$ cat config.mk
export PLATFORM = sky130hd
export DESIGN_NAME = id_ex_reg_flat
export DESIGN_NICKNAME = d
export VERILOG_FILES = /design/src/rtl/id_ex_reg_if.sv /design/src/rtl/id_ex_reg.sv /design/src/flat_wrapper.sv
export SDC_FILE = /design/constraint.sdc
export NUM_CORES = 1
export LEC_CHECK = 0
export CAP_MARGIN = 15
export CORE_MARGIN = 5
export CORE_UTILIZATION = 40
export CTS_CLUSTER_SIZE = 16
export DETAILED_ROUTE_END_ITERATION = 16
export GPL_ROUTABILITY_DRIVEN = 0
export GPL_TIMING_DRIVEN = 0
export PLACE_DENSITY = 0.8
export SETUP_SLACK_MARGIN = 0.2
export SLEW_MARGIN = 20
export SYNTH_ARGS = -nofsm -noshare
export SYNTH_HDL_FRONTEND = slang
export SYNTH_SLANG_ARGS = --single-unit
$ cat constraint.sdc
create_clock -name clk -period 7.7 [get_ports clk]
set_clock_uncertainty 0.2 [all_clocks]
set_input_delay 0.77 -clock clk [delete_from_list [all_inputs] [get_ports clk]]
set_output_delay 0.77 -clock clk [all_outputs]
set_load 0.01 [all_outputs]
$ cat src/rtl/id_ex_reg_if.sv
// Decode-to-execute bundle: decoded instruction in, registered EX copy out,
// plus stall/flush control and the performance counters.
interface id_ex_reg_if #(
    parameter int WORD_LEN = 32,
    parameter int CNT_W    = 16
);
    logic                freeze;
    logic                flush;
    logic                id_valid;
    logic [WORD_LEN-1:0] id_pc;
    logic [WORD_LEN-1:0] id_r1;
    logic [WORD_LEN-1:0] id_r2;
    logic [4:0]          id_src1;
    logic [4:0]          id_src2;
    logic [4:0]          id_dest;
    logic [WORD_LEN-1:0] id_imm;
    logic [3:0]          id_exe_cmd;
    logic                id_mem_read;
    logic                id_mem_write;
    logic                id_wb_en;
    logic                id_is_imm;
    logic                id_uses_src2;

    logic                ex_valid;
    logic [WORD_LEN-1:0] ex_pc;
    logic [WORD_LEN-1:0] ex_r1;
    logic [WORD_LEN-1:0] ex_r2;
    logic [WORD_LEN-1:0] ex_imm;
    logic [4:0]          ex_src1;
    logic [4:0]          ex_src2;
    logic [4:0]          ex_dest;
    logic [3:0]          ex_exe_cmd;
    logic                ex_mem_read;
    logic                ex_mem_write;
    logic                ex_wb_en;
    logic                ex_is_imm;
    logic                load_use_stall;
    logic [CNT_W-1:0]    bubble_cnt;
    logic [CNT_W-1:0]    flush_cnt;

    modport master (
        output freeze, flush, id_valid, id_pc, id_r1, id_r2, id_src1, id_src2,
               id_dest, id_imm, id_exe_cmd, id_mem_read, id_mem_write,
               id_wb_en, id_is_imm, id_uses_src2,
        input  ex_valid, ex_pc, ex_r1, ex_r2, ex_imm, ex_src1, ex_src2,
               ex_dest, ex_exe_cmd, ex_mem_read, ex_mem_write, ex_wb_en,
               ex_is_imm, load_use_stall, bubble_cnt, flush_cnt
    );

    modport slave (
        input  freeze, flush, id_valid, id_pc, id_r1, id_r2, id_src1, id_src2,
               id_dest, id_imm, id_exe_cmd, id_mem_read, id_mem_write,
               id_wb_en, id_is_imm, id_uses_src2,
        output ex_valid, ex_pc, ex_r1, ex_r2, ex_imm, ex_src1, ex_src2,
               ex_dest, ex_exe_cmd, ex_mem_read, ex_mem_write, ex_wb_en,
               ex_is_imm, load_use_stall, bubble_cnt, flush_cnt
    );
endinterface

$ cat src/rtl/id_ex_reg.sv
// ID/EX pipeline register with flush, freeze, load-use bubble insertion and
// saturating bubble/flush counters.
module id_ex_reg #(
    parameter int WORD_LEN = 32,
    parameter int CNT_W    = 16
) (
    input logic        clk,
    input logic        rst,
    id_ex_reg_if.slave bus
);
    typedef struct packed {
        logic                valid;
        logic [WORD_LEN-1:0] pc;
        logic [WORD_LEN-1:0] r1;
        logic [WORD_LEN-1:0] r2;
        logic [WORD_LEN-1:0] imm;
        logic [4:0]          src1;
        logic [4:0]          src2;
        logic [4:0]          dest;
        logic [3:0]          exe_cmd;
        logic                mem_read;
        logic                mem_write;
        logic                wb_en;
        logic                is_imm;
    } ex_t;

    ex_t              ex_q, ex_d, capture;
    logic [CNT_W-1:0] bubble_cnt_q, bubble_cnt_d;
    logic [CNT_W-1:0] flush_cnt_q, flush_cnt_d;
    logic             src1_hit, src2_hit, load_use;

    function automatic logic [CNT_W-1:0] sat_inc(input logic [CNT_W-1:0] c);
        return (&c) ? c : c + CNT_W'(1);
    endfunction

    // A load to $0 never stalls; an immediate-form instruction ignores src2.
    assign src1_hit = (bus.id_src1 == ex_q.dest);
    assign src2_hit = bus.id_uses_src2 & ~bus.id_is_imm & (bus.id_src2 == ex_q.dest);
    assign load_use = ex_q.valid & ex_q.mem_read & ex_q.wb_en & (ex_q.dest != 5'd0)
                    & bus.id_valid & (src1_hit | src2_hit);

    always_comb begin
        capture           = '0;
        capture.valid     = bus.id_valid;
        capture.pc        = bus.id_pc;
        capture.r1        = bus.id_r1;
        capture.r2        = bus.id_r2;
        capture.imm       = bus.id_imm;
        capture.src1      = bus.id_src1;
        capture.src2      = bus.id_src2;
        capture.dest      = bus.id_dest;
        // An empty decode slot must not carry stray side effects into EX.
        capture.exe_cmd   = bus.id_valid ? bus.id_exe_cmd : 4'd0;
        capture.mem_read  = bus.id_valid & bus.id_mem_read;
        capture.mem_write = bus.id_valid & bus.id_mem_write;
        capture.wb_en     = bus.id_valid & bus.id_wb_en;
        capture.is_imm    = bus.id_valid & bus.id_is_imm;
    end

    always_comb begin
        ex_d         = ex_q;
        bubble_cnt_d = bubble_cnt_q;
        flush_cnt_d  = flush_cnt_q;
        if (bus.flush) begin
            ex_d = '0;
            if (bus.id_valid) begin
                flush_cnt_d = sat_inc(flush_cnt_q);
            end
        end else if (bus.freeze) begin
            ex_d = ex_q;
        end else if (load_use) begin
            ex_d         = '0;
            bubble_cnt_d = sat_inc(bubble_cnt_q);
        end else begin
            ex_d = capture;
        end
    end

    always_ff @(posedge clk or posedge rst) begin
        if (rst) begin
            ex_q         <= '0;
            bubble_cnt_q <= '0;
            flush_cnt_q  <= '0;
        end else begin
            ex_q         <= ex_d;
            bubble_cnt_q <= bubble_cnt_d;
            flush_cnt_q  <= flush_cnt_d;
        end
    end

    assign bus.ex_valid       = ex_q.valid;
    assign bus.ex_pc          = ex_q.pc;
    assign bus.ex_r1          = ex_q.r1;
    assign bus.ex_r2          = ex_q.r2;
    assign bus.ex_imm         = ex_q.imm;
    assign bus.ex_src1        = ex_q.src1;
    assign bus.ex_src2        = ex_q.src2;
    assign bus.ex_dest        = ex_q.dest;
    assign bus.ex_exe_cmd     = ex_q.exe_cmd;
    assign bus.ex_mem_read    = ex_q.mem_read;
    assign bus.ex_mem_write   = ex_q.mem_write;
    assign bus.ex_wb_en       = ex_q.wb_en;
    assign bus.ex_is_imm      = ex_q.is_imm;
    assign bus.load_use_stall = load_use;
    assign bus.bubble_cnt     = bubble_cnt_q;
    assign bus.flush_cnt      = flush_cnt_q;
endmodule
$ cat src/flat_wrapper.sv
// flat-port wrapper written by rule: the top's interface ports become plain ports
module id_ex_reg_flat 
#(
    parameter int WORD_LEN = 32,
    parameter int CNT_W    = 16
)
  (clk, rst, bus_freeze, bus_flush, bus_id_valid, bus_id_pc, bus_id_r1, bus_id_r2, bus_id_src1, bus_id_src2, bus_id_dest, bus_id_imm, bus_id_exe_cmd, bus_id_mem_read, bus_id_mem_write, bus_id_wb_en, bus_id_is_imm, bus_id_uses_src2, bus_ex_valid, bus_ex_pc, bus_ex_r1, bus_ex_r2, bus_ex_imm, bus_ex_src1, bus_ex_src2, bus_ex_dest, bus_ex_exe_cmd, bus_ex_mem_read, bus_ex_mem_write, bus_ex_wb_en, bus_ex_is_imm, bus_load_use_stall, bus_bubble_cnt, bus_flush_cnt);
  id_ex_reg_if #(.WORD_LEN(WORD_LEN), .CNT_W(CNT_W)) bus_i ();
  input logic clk;
  input logic rst;
  input wire logic [$bits(bus_i.freeze)-1:0] bus_freeze;
  input wire logic [$bits(bus_i.flush)-1:0] bus_flush;
  input wire logic [$bits(bus_i.id_valid)-1:0] bus_id_valid;
  input wire logic [$bits(bus_i.id_pc)-1:0] bus_id_pc;
  input wire logic [$bits(bus_i.id_r1)-1:0] bus_id_r1;
  input wire logic [$bits(bus_i.id_r2)-1:0] bus_id_r2;
  input wire logic [$bits(bus_i.id_src1)-1:0] bus_id_src1;
  input wire logic [$bits(bus_i.id_src2)-1:0] bus_id_src2;
  input wire logic [$bits(bus_i.id_dest)-1:0] bus_id_dest;
  input wire logic [$bits(bus_i.id_imm)-1:0] bus_id_imm;
  input wire logic [$bits(bus_i.id_exe_cmd)-1:0] bus_id_exe_cmd;
  input wire logic [$bits(bus_i.id_mem_read)-1:0] bus_id_mem_read;
  input wire logic [$bits(bus_i.id_mem_write)-1:0] bus_id_mem_write;
  input wire logic [$bits(bus_i.id_wb_en)-1:0] bus_id_wb_en;
  input wire logic [$bits(bus_i.id_is_imm)-1:0] bus_id_is_imm;
  input wire logic [$bits(bus_i.id_uses_src2)-1:0] bus_id_uses_src2;
  output wire logic [$bits(bus_i.ex_valid)-1:0] bus_ex_valid;
  output wire logic [$bits(bus_i.ex_pc)-1:0] bus_ex_pc;
  output wire logic [$bits(bus_i.ex_r1)-1:0] bus_ex_r1;
  output wire logic [$bits(bus_i.ex_r2)-1:0] bus_ex_r2;
  output wire logic [$bits(bus_i.ex_imm)-1:0] bus_ex_imm;
  output wire logic [$bits(bus_i.ex_src1)-1:0] bus_ex_src1;
  output wire logic [$bits(bus_i.ex_src2)-1:0] bus_ex_src2;
  output wire logic [$bits(bus_i.ex_dest)-1:0] bus_ex_dest;
  output wire logic [$bits(bus_i.ex_exe_cmd)-1:0] bus_ex_exe_cmd;
  output wire logic [$bits(bus_i.ex_mem_read)-1:0] bus_ex_mem_read;
  output wire logic [$bits(bus_i.ex_mem_write)-1:0] bus_ex_mem_write;
  output wire logic [$bits(bus_i.ex_wb_en)-1:0] bus_ex_wb_en;
  output wire logic [$bits(bus_i.ex_is_imm)-1:0] bus_ex_is_imm;
  output wire logic [$bits(bus_i.load_use_stall)-1:0] bus_load_use_stall;
  output wire logic [$bits(bus_i.bubble_cnt)-1:0] bus_bubble_cnt;
  output wire logic [$bits(bus_i.flush_cnt)-1:0] bus_flush_cnt;
  assign bus_i.freeze = bus_freeze;
  assign bus_i.flush = bus_flush;
  assign bus_i.id_valid = bus_id_valid;
  assign bus_i.id_pc = bus_id_pc;
  assign bus_i.id_r1 = bus_id_r1;
  assign bus_i.id_r2 = bus_id_r2;
  assign bus_i.id_src1 = bus_id_src1;
  assign bus_i.id_src2 = bus_id_src2;
  assign bus_i.id_dest = bus_id_dest;
  assign bus_i.id_imm = bus_id_imm;
  assign bus_i.id_exe_cmd = bus_id_exe_cmd;
  assign bus_i.id_mem_read = bus_id_mem_read;
  assign bus_i.id_mem_write = bus_id_mem_write;
  assign bus_i.id_wb_en = bus_id_wb_en;
  assign bus_i.id_is_imm = bus_id_is_imm;
  assign bus_i.id_uses_src2 = bus_id_uses_src2;
  assign bus_ex_valid = bus_i.ex_valid;
  assign bus_ex_pc = bus_i.ex_pc;
  assign bus_ex_r1 = bus_i.ex_r1;
  assign bus_ex_r2 = bus_i.ex_r2;
  assign bus_ex_imm = bus_i.ex_imm;
  assign bus_ex_src1 = bus_i.ex_src1;
  assign bus_ex_src2 = bus_i.ex_src2;
  assign bus_ex_dest = bus_i.ex_dest;
  assign bus_ex_exe_cmd = bus_i.ex_exe_cmd;
  assign bus_ex_mem_read = bus_i.ex_mem_read;
  assign bus_ex_mem_write = bus_i.ex_mem_write;
  assign bus_ex_wb_en = bus_i.ex_wb_en;
  assign bus_ex_is_imm = bus_i.ex_is_imm;
  assign bus_load_use_stall = bus_i.load_use_stall;
  assign bus_bubble_cnt = bus_i.bubble_cnt;
  assign bus_flush_cnt = bus_i.flush_cnt;
  id_ex_reg #(.WORD_LEN(WORD_LEN), .CNT_W(CNT_W)) u_core (.clk(clk), .rst(rst), .bus(bus_i));
endmodule
==> impl_metrics.py <==
metrics = {
    "outcome": {
        "status": "complete, no violations",
    },
    "logic_synthesis": {
        "synth_warnings": 0,
        "synth_cells": 500,
        "synth_top_cells_by_count": "184 x dfrtp_1, 144 x a22o_1, 29 x xnor2_1",
        "ys_seq_area_share_pct": 66.2,
        "synth_top_area_cell": "dfrtp_1",
        "synth_top_area_share_pct": 66.2,
        "ys_types": 28,
        "synth_fp_nets": 659,
        "synth.area.top_cells": "dfrtp_1 66%, a22o_1 18%, xnor2_1 3.7%",
        "ys_async_sr_fraction_pct": 100,
        "ys_seq_elements": 184,
        "syn-cell-area_mm2": 0.00695,
        "synth-edff-count": 0,
        "ys.flop_type": "dfrtp_1",
        "synth_most_common_cell": "dfrtp_1",
        "avgSynthCellArea_um2": 13.9,
    },
    "routing": {
        "drtIter0Drc": 252,
        "wl_per_cell_um": 20.9,
        "vias_per_cell": 5.24,
        "vias": 5760,
        "drc": 0,
        "wirelength_um": 23000,
        "dr.pass1.iters": 5,
        "drt.antenna.violating_nets": 0,
    },
    "global_route": {
        "grt_use_total_pct": 22.6,
        "grt_overflow": 0,
        "grt_pass1_vias": 6140,
        "grt_max_degree": 97,
        "antenna_found_initial": 0,
        "grt_pass1_wl_um": 35300,
    },
    "timing": {
        "hold_violations": 0,
        "slew_viol_final": 0,
        "period_minus_slack_ns": 4.38,
        "setup_viol": 0,
        "fmax_mhz": 228,
        "whs_ns": 0.293,
        "max_slew_margin_pct": 47.5,
        "final.setup.worst_slack_ns": 3.32,
        "finalCritPeriodShare_pct": 56.9,
        "tightestPinTransition_ns": 0.783,
        "grt_setup_unrepaired": "no",
    },
    "clocking": {
        "clk_pin_slew_ns": 0.07,
        "cts_setup_buffers": 0,
        "clock_path_buffers": 2,
        "numClockSinks": 184,
        "cts_made_buffers": 17,
        "cts_resized": 0,
        "clk_latency_ns": 0.43,
        "cts_hold_buffers": 0,
        "root_buffer": "clkbuf_16",
        "cts_tree": "done",
        "htree_levels": 4,
    },
    "final_layout": {
        "fin_nets": 1020,
        "antenna_cells": 0,
        "drive_gt1_share_pct": 5.49,
        "area_growth_pct": 61.9,
        "fillers": 1324,
    },
    "floorplan": {
        "start_util_pct": 40.5,
        "core_area_mm2": 0.0172,
        "io_pins": 342,
        "die_x_um": 142,
        "die_h_um": 142,
        "rows": 48,
        "die-area_mm2": 0.0201,
    },
    "pwr": {
        "p_per_area_mw_per_mm2": 204,
        "peakVddDrop_mv": 0.161,
        "p_int_w": 0.00170,
        "power_frac_comb_pct": 16.0,
        "leakagePower_nw": 4.93,
        "finalPower_w": 0.00230,
        "p_seq_share_pct": 46.6,
        "switching_power_w": 0.000598,
        "sw_frac_of_total_pct": 26.0,
        "p_clk_share_pct": 37.3,
    },
    "flow_run": {
        "drv_cap": 0,
    },
    "worst_setup_path": {
        "end_kind": "primary output",
        "crit_type": "in -> out",
        "crit_fanout": 10,
        "crit_arrival_ns": 3.41,
        "worstPathRequired_ns": 6.73,
        "worst_setup_path_start_kind": "input pin",
    },
    "min_path": {
        "hp-class": "reg -> reg",
    },
    "place": {
        "dp_hpwl_um": 17400,
        "io_buffers": 341,
        "place_worst_setup_slack_ns": 3.27,
    },
}
==> cells in the final DEF (no fill, tap or decap), types with 8 or more instances in the layout <==
master             n
nor3_1             8
a22o_1           144
clkbuf_16         17
a32o_1             8
xnor2_1           29
nor2_1             9
nand2_1           14
dfrtp_1          184
xor2_1             8
nand3_1           17
nand4_1           14
buf_2             10
clkbuf_1          28
clkdlybuf4s50_1  341
==> worst max-delay path, cell delays in order <==
cell and delay (ns):
clkdlybuf4s50_1 0.51, inv_1 0.05, a222oi_1 0.42, nand4_1 0.21, a221oi_4 0.56, buf_2 0.32
clkdlybuf4s50_1 0.57
==> cell type report <==
class | count | area [um2] | area share [%]
flip-flops and latches | 184 | 4600 | 40.9
well taps | 225 | 282 | 2.50
multi-input cells | 274 | 2170 | 19.3
clock buffers | 19 | 433 | 3.85
repair buffers | 342 | 3440 | 30.6
clock inverters | 13 | 139 | 1.23
plain buffers | 37 | 159 | 1.41
inverters | 5 | 26.3 | 0.233
==> per-layer routing <==
layer	track usage [%]	part of all wire, %	vias to the layer above
met5	0	0	-
met4	6.26	1.9	0
met3	6.71	7.2	29
met2	38.9	51	218
met1	27.8	40	2900
li1	-	-	2613
==> worst paths after layout <==
path	slack, ns	cells after the start	to	from
max	3.32	7	bus_load_use_stall	bus_id_src2[0]
min in group asynchronous	0.64	2	u_core.bus.ex_imm[8]	rst
min reg2reg	0.29	1	u_core.bus.ex_mem_write	u_core.bus.ex_mem_write
min	0.29	1	u_core.bus.ex_mem_write	u_core.bus.ex_mem_write
max in group asynchronous	5.79	3	u_core.bus.ex_is_imm	rst
max reg2reg	4.81	8	u_core.bus.ex_r1[12]	u_core.bus.ex_dest[1]
==> flip-flops by register name, indices dropped and copies added, names as in the netlist, 16 cells and up <==
name and cells:
u_core.bus.ex_r2 32, u_core.bus.flush_cnt 16, u_core.bus.ex_r1 32, u_core.bus.bubble_cnt 16
u_core.bus.ex_imm 32, u_core.bus.ex_pc 32
==> cells by family after synthesis <==
logic type | Yosys count | synth area share (%)
flip-flops | 184 | 66.2
AO/OA/AOI/OAI | 157 | 20.2
AND/OR/NAND/NOR | 76 | 5.67
buffers and inverters | 42 | 2.56
XOR/XNOR | 37 | 4.66
multiplexers | 2 | 0.324
adder cells (fa/ha/maj) | 2 | 0.360
==> power by group through the flow <==
stage               Clock [W]  Combinational, W  Sequential [W]
finish               0.000858          0.000369         0.00107
global route         0.000910          0.000397         0.00108
CTS                  0.000871          0.000375         0.00107
detailed placement          0          0.000373         0.00109
global placement            0          0.000365         0.00109
floorplan                   0          0.000103         0.00111
==> per-stage QoR <==
stage	TNS [ns]	util (%)	cells	area, um2
after floorplan	0	-	500	6950
final	0	65.5	1099	11300
after CTS	0	65.5	1099	11300
after detailed placement	0	62.2	1067	10700
after global placement	-127.13	62.0	1066	10600
after global routing	0	65.5	1099	11300
(Power assumes the default switching activity.)
